$ cat src/rtl/inequality_tally_if.sv
// Handshake and report bus between the inequality stage, the tally block and its consumer.
// The slave modport is the tally block itself.
interface inequality_tally_if #(
  parameter int unsigned CNT_W = 4
);
  logic             IN_VALID;
  logic             IN_READY;
  logic [2:0]       CLS;
  logic             OUT_VALID;
  logic             OUT_READY;
  logic [CNT_W-1:0] GT_CNT;
  logic [CNT_W-1:0] EQ_CNT;
  logic [CNT_W-1:0] LT_CNT;
  logic [CNT_W-1:0] ERR_CNT;
  logic [2:0]       MAJ;

  modport master (
    output IN_VALID, CLS, OUT_READY,
    input  IN_READY, OUT_VALID, GT_CNT, EQ_CNT, LT_CNT, ERR_CNT, MAJ
  );

  modport slave (
    input  IN_VALID, CLS, OUT_READY,
    output IN_READY, OUT_VALID, GT_CNT, EQ_CNT, LT_CNT, ERR_CNT, MAJ
  );
endinterface

$ cat src/rtl/inequality_tally.sv
// Counts greater/equal/less/invalid class codes over a window of WINDOW samples and
// reports the counts plus the one-hot majority class through a valid/ready handshake.
module inequality_tally #(
  parameter int unsigned WINDOW = 8,
  parameter int unsigned CNT_W  = 4
) (
  input logic               CLK,
  input logic               RST,
  inequality_tally_if.slave bus
);
  localparam int unsigned SC_W = $clog2(WINDOW + 1);

  typedef enum logic {ACCUM, REPORT} state_t;

  state_t           state_q;
  logic [CNT_W-1:0] gt_q, eq_q, lt_q, err_q;
  logic [CNT_W-1:0] gt_d, eq_d, lt_d, err_d;
  logic [SC_W-1:0]  smp_q;
  logic [CNT_W-1:0] gt_out_q, eq_out_q, lt_out_q, err_out_q;
  logic [2:0]       maj_q, maj_d;
  logic             last_d;

  function automatic logic [CNT_W-1:0] sat_inc(input logic [CNT_W-1:0] v);
    return (v == '1) ? v : v + CNT_W'(1);
  endfunction

  // Counts including the sample currently on CLS, so the WINDOW-th sample lands in the report.
  always_comb begin
    gt_d  = gt_q;
    eq_d  = eq_q;
    lt_d  = lt_q;
    err_d = err_q;
    case (bus.CLS)
      3'b100:  gt_d  = sat_inc(gt_q);
      3'b010:  eq_d  = sat_inc(eq_q);
      3'b001:  lt_d  = sat_inc(lt_q);
      default: err_d = sat_inc(err_q);
    endcase

    maj_d = 3'b000;
    if (gt_d == '0 && eq_d == '0 && lt_d == '0) begin
      maj_d = 3'b000;
    end else if (gt_d >= eq_d && gt_d >= lt_d) begin
      maj_d = 3'b100;
    end else if (eq_d >= lt_d) begin
      maj_d = 3'b010;
    end else begin
      maj_d = 3'b001;
    end

    last_d = (smp_q == SC_W'(WINDOW - 1));
  end

  always_ff @(posedge CLK) begin
    if (RST) begin
      state_q   <= ACCUM;
      gt_q      <= '0;
      eq_q      <= '0;
      lt_q      <= '0;
      err_q     <= '0;
      smp_q     <= '0;
      gt_out_q  <= '0;
      eq_out_q  <= '0;
      lt_out_q  <= '0;
      err_out_q <= '0;
      maj_q     <= '0;
    end else begin
      case (state_q)
        ACCUM: begin
          if (bus.IN_VALID) begin
            gt_q  <= gt_d;
            eq_q  <= eq_d;
            lt_q  <= lt_d;
            err_q <= err_d;
            smp_q <= smp_q + SC_W'(1);
            if (last_d) begin
              state_q   <= REPORT;
              gt_out_q  <= gt_d;
              eq_out_q  <= eq_d;
              lt_out_q  <= lt_d;
              err_out_q <= err_d;
              maj_q     <= maj_d;
            end
          end
        end
        REPORT: begin
          if (bus.OUT_READY) begin
            state_q   <= ACCUM;
            gt_q      <= '0;
            eq_q      <= '0;
            lt_q      <= '0;
            err_q     <= '0;
            smp_q     <= '0;
            gt_out_q  <= '0;
            eq_out_q  <= '0;
            lt_out_q  <= '0;
            err_out_q <= '0;
            maj_q     <= '0;
          end
        end
        default: state_q <= ACCUM;
      endcase
    end
  end

  assign bus.IN_READY  = (state_q == ACCUM);
  assign bus.OUT_VALID = (state_q == REPORT);
  assign bus.GT_CNT    = gt_out_q;
  assign bus.EQ_CNT    = eq_out_q;
  assign bus.LT_CNT    = lt_out_q;
  assign bus.ERR_CNT   = err_out_q;
  assign bus.MAJ       = maj_q;
endmodule

$ cat src/flat_wrapper.sv
// flat-port wrapper written by rule: the top's interface ports become plain ports
module inequality_tally_flat 
#(
  parameter int unsigned WINDOW = 8,
  parameter int unsigned CNT_W  = 4
)
  (CLK, RST, bus_IN_VALID, bus_CLS, bus_OUT_READY, bus_IN_READY, bus_OUT_VALID, bus_GT_CNT, bus_EQ_CNT, bus_LT_CNT, bus_ERR_CNT, bus_MAJ);
  inequality_tally_if #(.CNT_W(CNT_W)) bus_i ();
  input logic CLK;
  input logic RST;
  input wire logic [$bits(bus_i.IN_VALID)-1:0] bus_IN_VALID;
  input wire logic [$bits(bus_i.CLS)-1:0] bus_CLS;
  input wire logic [$bits(bus_i.OUT_READY)-1:0] bus_OUT_READY;
  output wire logic [$bits(bus_i.IN_READY)-1:0] bus_IN_READY;
  output wire logic [$bits(bus_i.OUT_VALID)-1:0] bus_OUT_VALID;
  output wire logic [$bits(bus_i.GT_CNT)-1:0] bus_GT_CNT;
  output wire logic [$bits(bus_i.EQ_CNT)-1:0] bus_EQ_CNT;
  output wire logic [$bits(bus_i.LT_CNT)-1:0] bus_LT_CNT;
  output wire logic [$bits(bus_i.ERR_CNT)-1:0] bus_ERR_CNT;
  output wire logic [$bits(bus_i.MAJ)-1:0] bus_MAJ;
  assign bus_i.IN_VALID = bus_IN_VALID;
  assign bus_i.CLS = bus_CLS;
  assign bus_i.OUT_READY = bus_OUT_READY;
  assign bus_IN_READY = bus_i.IN_READY;
  assign bus_OUT_VALID = bus_i.OUT_VALID;
  assign bus_GT_CNT = bus_i.GT_CNT;
  assign bus_EQ_CNT = bus_i.EQ_CNT;
  assign bus_LT_CNT = bus_i.LT_CNT;
  assign bus_ERR_CNT = bus_i.ERR_CNT;
  assign bus_MAJ = bus_i.MAJ;
  inequality_tally #(.WINDOW(WINDOW), .CNT_W(CNT_W)) u_core (.CLK(CLK), .RST(RST), .bus(bus_i));
endmodule
$ cat config.mk
export PLATFORM = sky130hd
export DESIGN_NAME = inequality_tally_flat
export DESIGN_NICKNAME = d
export VERILOG_FILES = /design/src/rtl/inequality_tally_if.sv /design/src/rtl/inequality_tally.sv /design/src/flat_wrapper.sv
export SDC_FILE = /design/constraint.sdc
export NUM_CORES = 1
export LEC_CHECK = 0
export ABC_AREA = 1
export BUFFER_PORTS_ARGS = -buffer_cell sky130_fd_sc_hd__buf_4
export CAP_MARGIN = 10
export CORE_MARGIN = 2
export CORE_UTILIZATION = 25
export CTS_BUF_LIST = sky130_fd_sc_hd__clkbuf_8
export DETAILED_ROUTE_END_ITERATION = 8
export PLACE_DENSITY_LB_ADDON = 0.25
export RECOVER_POWER = 100
export SYNTH_ARGS = -nofsm -noshare
export SYNTH_HDL_FRONTEND = slang
export SYNTH_SLANG_ARGS = --single-unit
$ cat constraint.sdc
create_clock -name CLK -period 5.6 [get_ports CLK]
set_input_delay 0.56 -clock CLK [delete_from_list [all_inputs] [get_ports CLK]]
set_output_delay 0.56 -clock CLK [all_outputs]
set_load 0.05 [all_outputs]
==> run metrics <==
status=finished clean; Synth Area in Compound Gates=13.73%; worst hold path class=register to register; drt drc=0; antenna violations before repair=0; wire per inst=11.74 µm; global route total overflow=0; CTS tree=yes; Worst setup SP type=register; P&R area growth vs syn=11.92%; Synth top area share=33.92%; Seq/Total Area, Yosys=33.92%; drt pass-1 iters=4; Yosys top cell by area=dfxtp_1; Setup Slack @ Placement=3123 ps; Final Skew=7.569 ps; Via Count=2216; total CTS buffers=5; Starting Density=25.67%; GPL Wtd Cong=0.7915; Final min period=2988 ps; ANT cells=0; hold_ws=465.0 ps; Site Rows=35; Slew Limit Fails=0; met1 usage=15.87%; RSZ-0062 raised after global routing=no; post-detailed-route count of antenna-violating nets=0; YS warnings=0; die height=101.2 µm; Worst path slowest cell=nor3_1; gr usage total=12.17%; Post-Syn Instances=357; Max Clk Rate=334.7 MHz; Synth Area per Inst=6.613 µm²; Post-CTS Setup Bufs=0; Simple-Gate Fraction of Synth Area=35.72%; main combinational cell family by area after synthesis=simple AND/OR/NAND/NOR gates; Pwr Density=212.3 mW/mm²; period utilization=53.36%; Synth Cell Area=0.002361 mm²; GRT met2 Usage=20.68%; Final Instance Area=0.002643 mm²; post-DR vias/cell=4.504; CTS clock-pin slew for the worst setup and hold paths=80 ps; Buffers on Ports=27; CP arrival=3200 ps; setup TNS=0 ps; worst relative slew slack=12.99%; post-synthesis adder-cell area fraction=7.419%; non-filler cells, final=492; Final #Nets=401; FF+latch area=800.8 µm²; Iter 0 DRT Violations=92; Static Leakage=1.138 nW; H-tree levels=2; Max Cap Viol=0; GR Util met3=2.968%; first-pass GRT wire length=10.07 mm; Die Width=101.2 µm; GR peak layer=met2; final hold violation count=0; Max stage delay on crit path=1020 ps; xor and xnor area share after synthesis=0%; crit end category=register; Distinct cells, synth=26; pin count of the biggest net entering global routing=31; share of cells above drive strength 1=10.24%; critical path class=register to register; worst-path maximum fanout=16; critical path required time=5820 ps; Core Box Area=0.009196 mm²; Top Ports=28; syn_nets=378; CTS Root Cell=clkbuf_8; routed wire length=5.776 mm; maximum VDD drop=0.1063 mV; dominant cells by area after synthesis=dfxtp_1 (34%), nand2_1 (19%), a21oi_1 (10%), ha_1 (7.4%), inv_1 (5.7%); clk_lat worst skew=290 ps; Worst-Margin Slew=1295 ps; multiplexer share of the synthesized area=0%; Worst Setup Slack, final=2612 ps; Synth Register Bits=40; CTS Hold Buffers Added=0; post-DP HPWL=4.481 mm; clock sink count=40; DP Cell Count=484; die area=0.01024 mm²; Setup violations, final=0; PostCTS Resize Cnt=0; Multi-input gate area=0.001335 mm²; placed cell area=0.002639 mm²; crit-path cells=ha_1 > nand2_1 > nor3_1 > nor2_1 > inv_1 > o21ai_0 > a21oi_1; vias in the first global route=2142; fill count=1038; Max clock buf depth=2
## layout by cell type, fill, tap and decap left out
| cell type | count |
|---|---|
| o21ai_1 | 3 |
| nor2_1 | 20 |
| nor2_2 | 4 |
| clkbuf_1 | 21 |
| clkinv_1 | 1 |
| a21oi_1 | 48 |
| o21ai_2 | 1 |
| and3_1 | 2 |
| inv_2 | 3 |
| dfxtp_1 | 40 |
| nand4_1 | 2 |
| nor3_4 | 1 |
| nand3_2 | 3 |
| nand4_2 | 1 |
| nand2_2 | 12 |
| nand2_1 | 119 |
| nor2_4 | 2 |
| nor3_1 | 3 |
| o21ai_0 | 12 |
| nand3_1 | 17 |
| buf_4 | 6 |
| clkbuf_8 | 6 |
| nand3b_1 | 1 |
| inv_1 | 39 |
| ha_1 | 14 |
## worst paths after layout
check / start / to / slack, ps / cells past startpoint
max: u_core.smp_q[0]$_SDFFE_PP0P_ / u_core.bus.ERR_CNT[3]$_SDFFE_PP0P_ / 2610 / 7
min: u_core.bus.LT_CNT[2]$_SDFFE_PP0P_ / u_core.bus.LT_CNT[2]$_SDFFE_PP0P_ / 470 / 2
max reg2reg: u_core.smp_q[0]$_SDFFE_PP0P_ / u_core.bus.ERR_CNT[3]$_SDFFE_PP0P_ / 2610 / 7
min reg2reg: u_core.bus.LT_CNT[2]$_SDFFE_PP0P_ / u_core.bus.LT_CNT[2]$_SDFFE_PP0P_ / 470 / 2
## critical path: cells and delay by family (launching register included)
family / cells / cell delay (ps)
simple gates: 3 / 1670
compound gates: 2 / 260
fa+ha+maj: 1 / 190
flops: 1 / 380
buf+inv: 1 / 420
## area by class of cell
type / count / share of cell area [%]
clock buffers: 6 / 3.125
clock inverters: 2 / 0.2841
inverters: 41 / 5.824
multi-input cells: 265 / 50.52
flip-flops and latches: 40 / 30.30
well taps: 111 / 5.256
repair buffers: 27 / 4.688
## cells by family (layout without fill, tap and decap cells)
logic type,count (synthesis),count (layout)
buffers and inverters,52,76
and+or+nand+nor,187,187
AOI/OAI and AO/OA,64,64
adders and majority gates,14,14
DFF,40,40
## power breakdown
| part | total, mW | switching, mW | internal, mW |
|---|---|---|---|
| registers | 0.295 | 0.00599 | 0.289 |
| clock network | 0.197 | 0.0998 | 0.0970 |
| logic | 0.0689 | 0.0463 | 0.0226 |
## metal layers
| layer | vias to the layer above | share of wire, % | routed length, µm |
|---|---|---|---|
| met5 | - | 0 | 0 |
| met4 | 0 | 0.54 | 31 |
| met3 | 5 | 3.5 | 202 |
| met2 | 31 | 47 | 2699 |
| met1 | 993 | 49 | 2842 |
| li1 | 1187 | - | - |
## synth_stat cells (all sizes together)
| library cell | number |
|---|---|
| a21oi | 48 |
| nand3 | 20 |
| nor2 | 26 |
| nand2 | 131 |
| clkinv | 1 |
| buf | 8 |
| nand4 | 3 |
| and3 | 2 |
| clkbuf | 3 |
| dfxtp | 40 |
| nor3 | 4 |
| ha | 14 |
| o21ai | 16 |
| nand3b | 1 |
| inv | 40 |
## state kept, by name (all words and copies together) (netlist names)
register / cells
u_core.smp_q: 4
u_core.lt_q: 4
u_core.err_q: 4
u_core.bus.GT_CNT: 4
u_core.bus.MAJ: 3
u_core.bus.ERR_CNT: 4
u_core.bus.LT_CNT: 4
u_core.bus.EQ_CNT: 4
u_core.gt_q: 4
u_core.eq_q: 4
u_core.bus.OUT_VALID: 1
## metrics by stage
step	utilization, %	power, mW
CTS	29.67	0.5673
global placement	28.69	0.3704
floorplan	-	0.3527
global route	28.73	0.5956
finish	28.73	0.5611
detailed placement	28.69	0.3715
(Power assumes the default switching activity.)
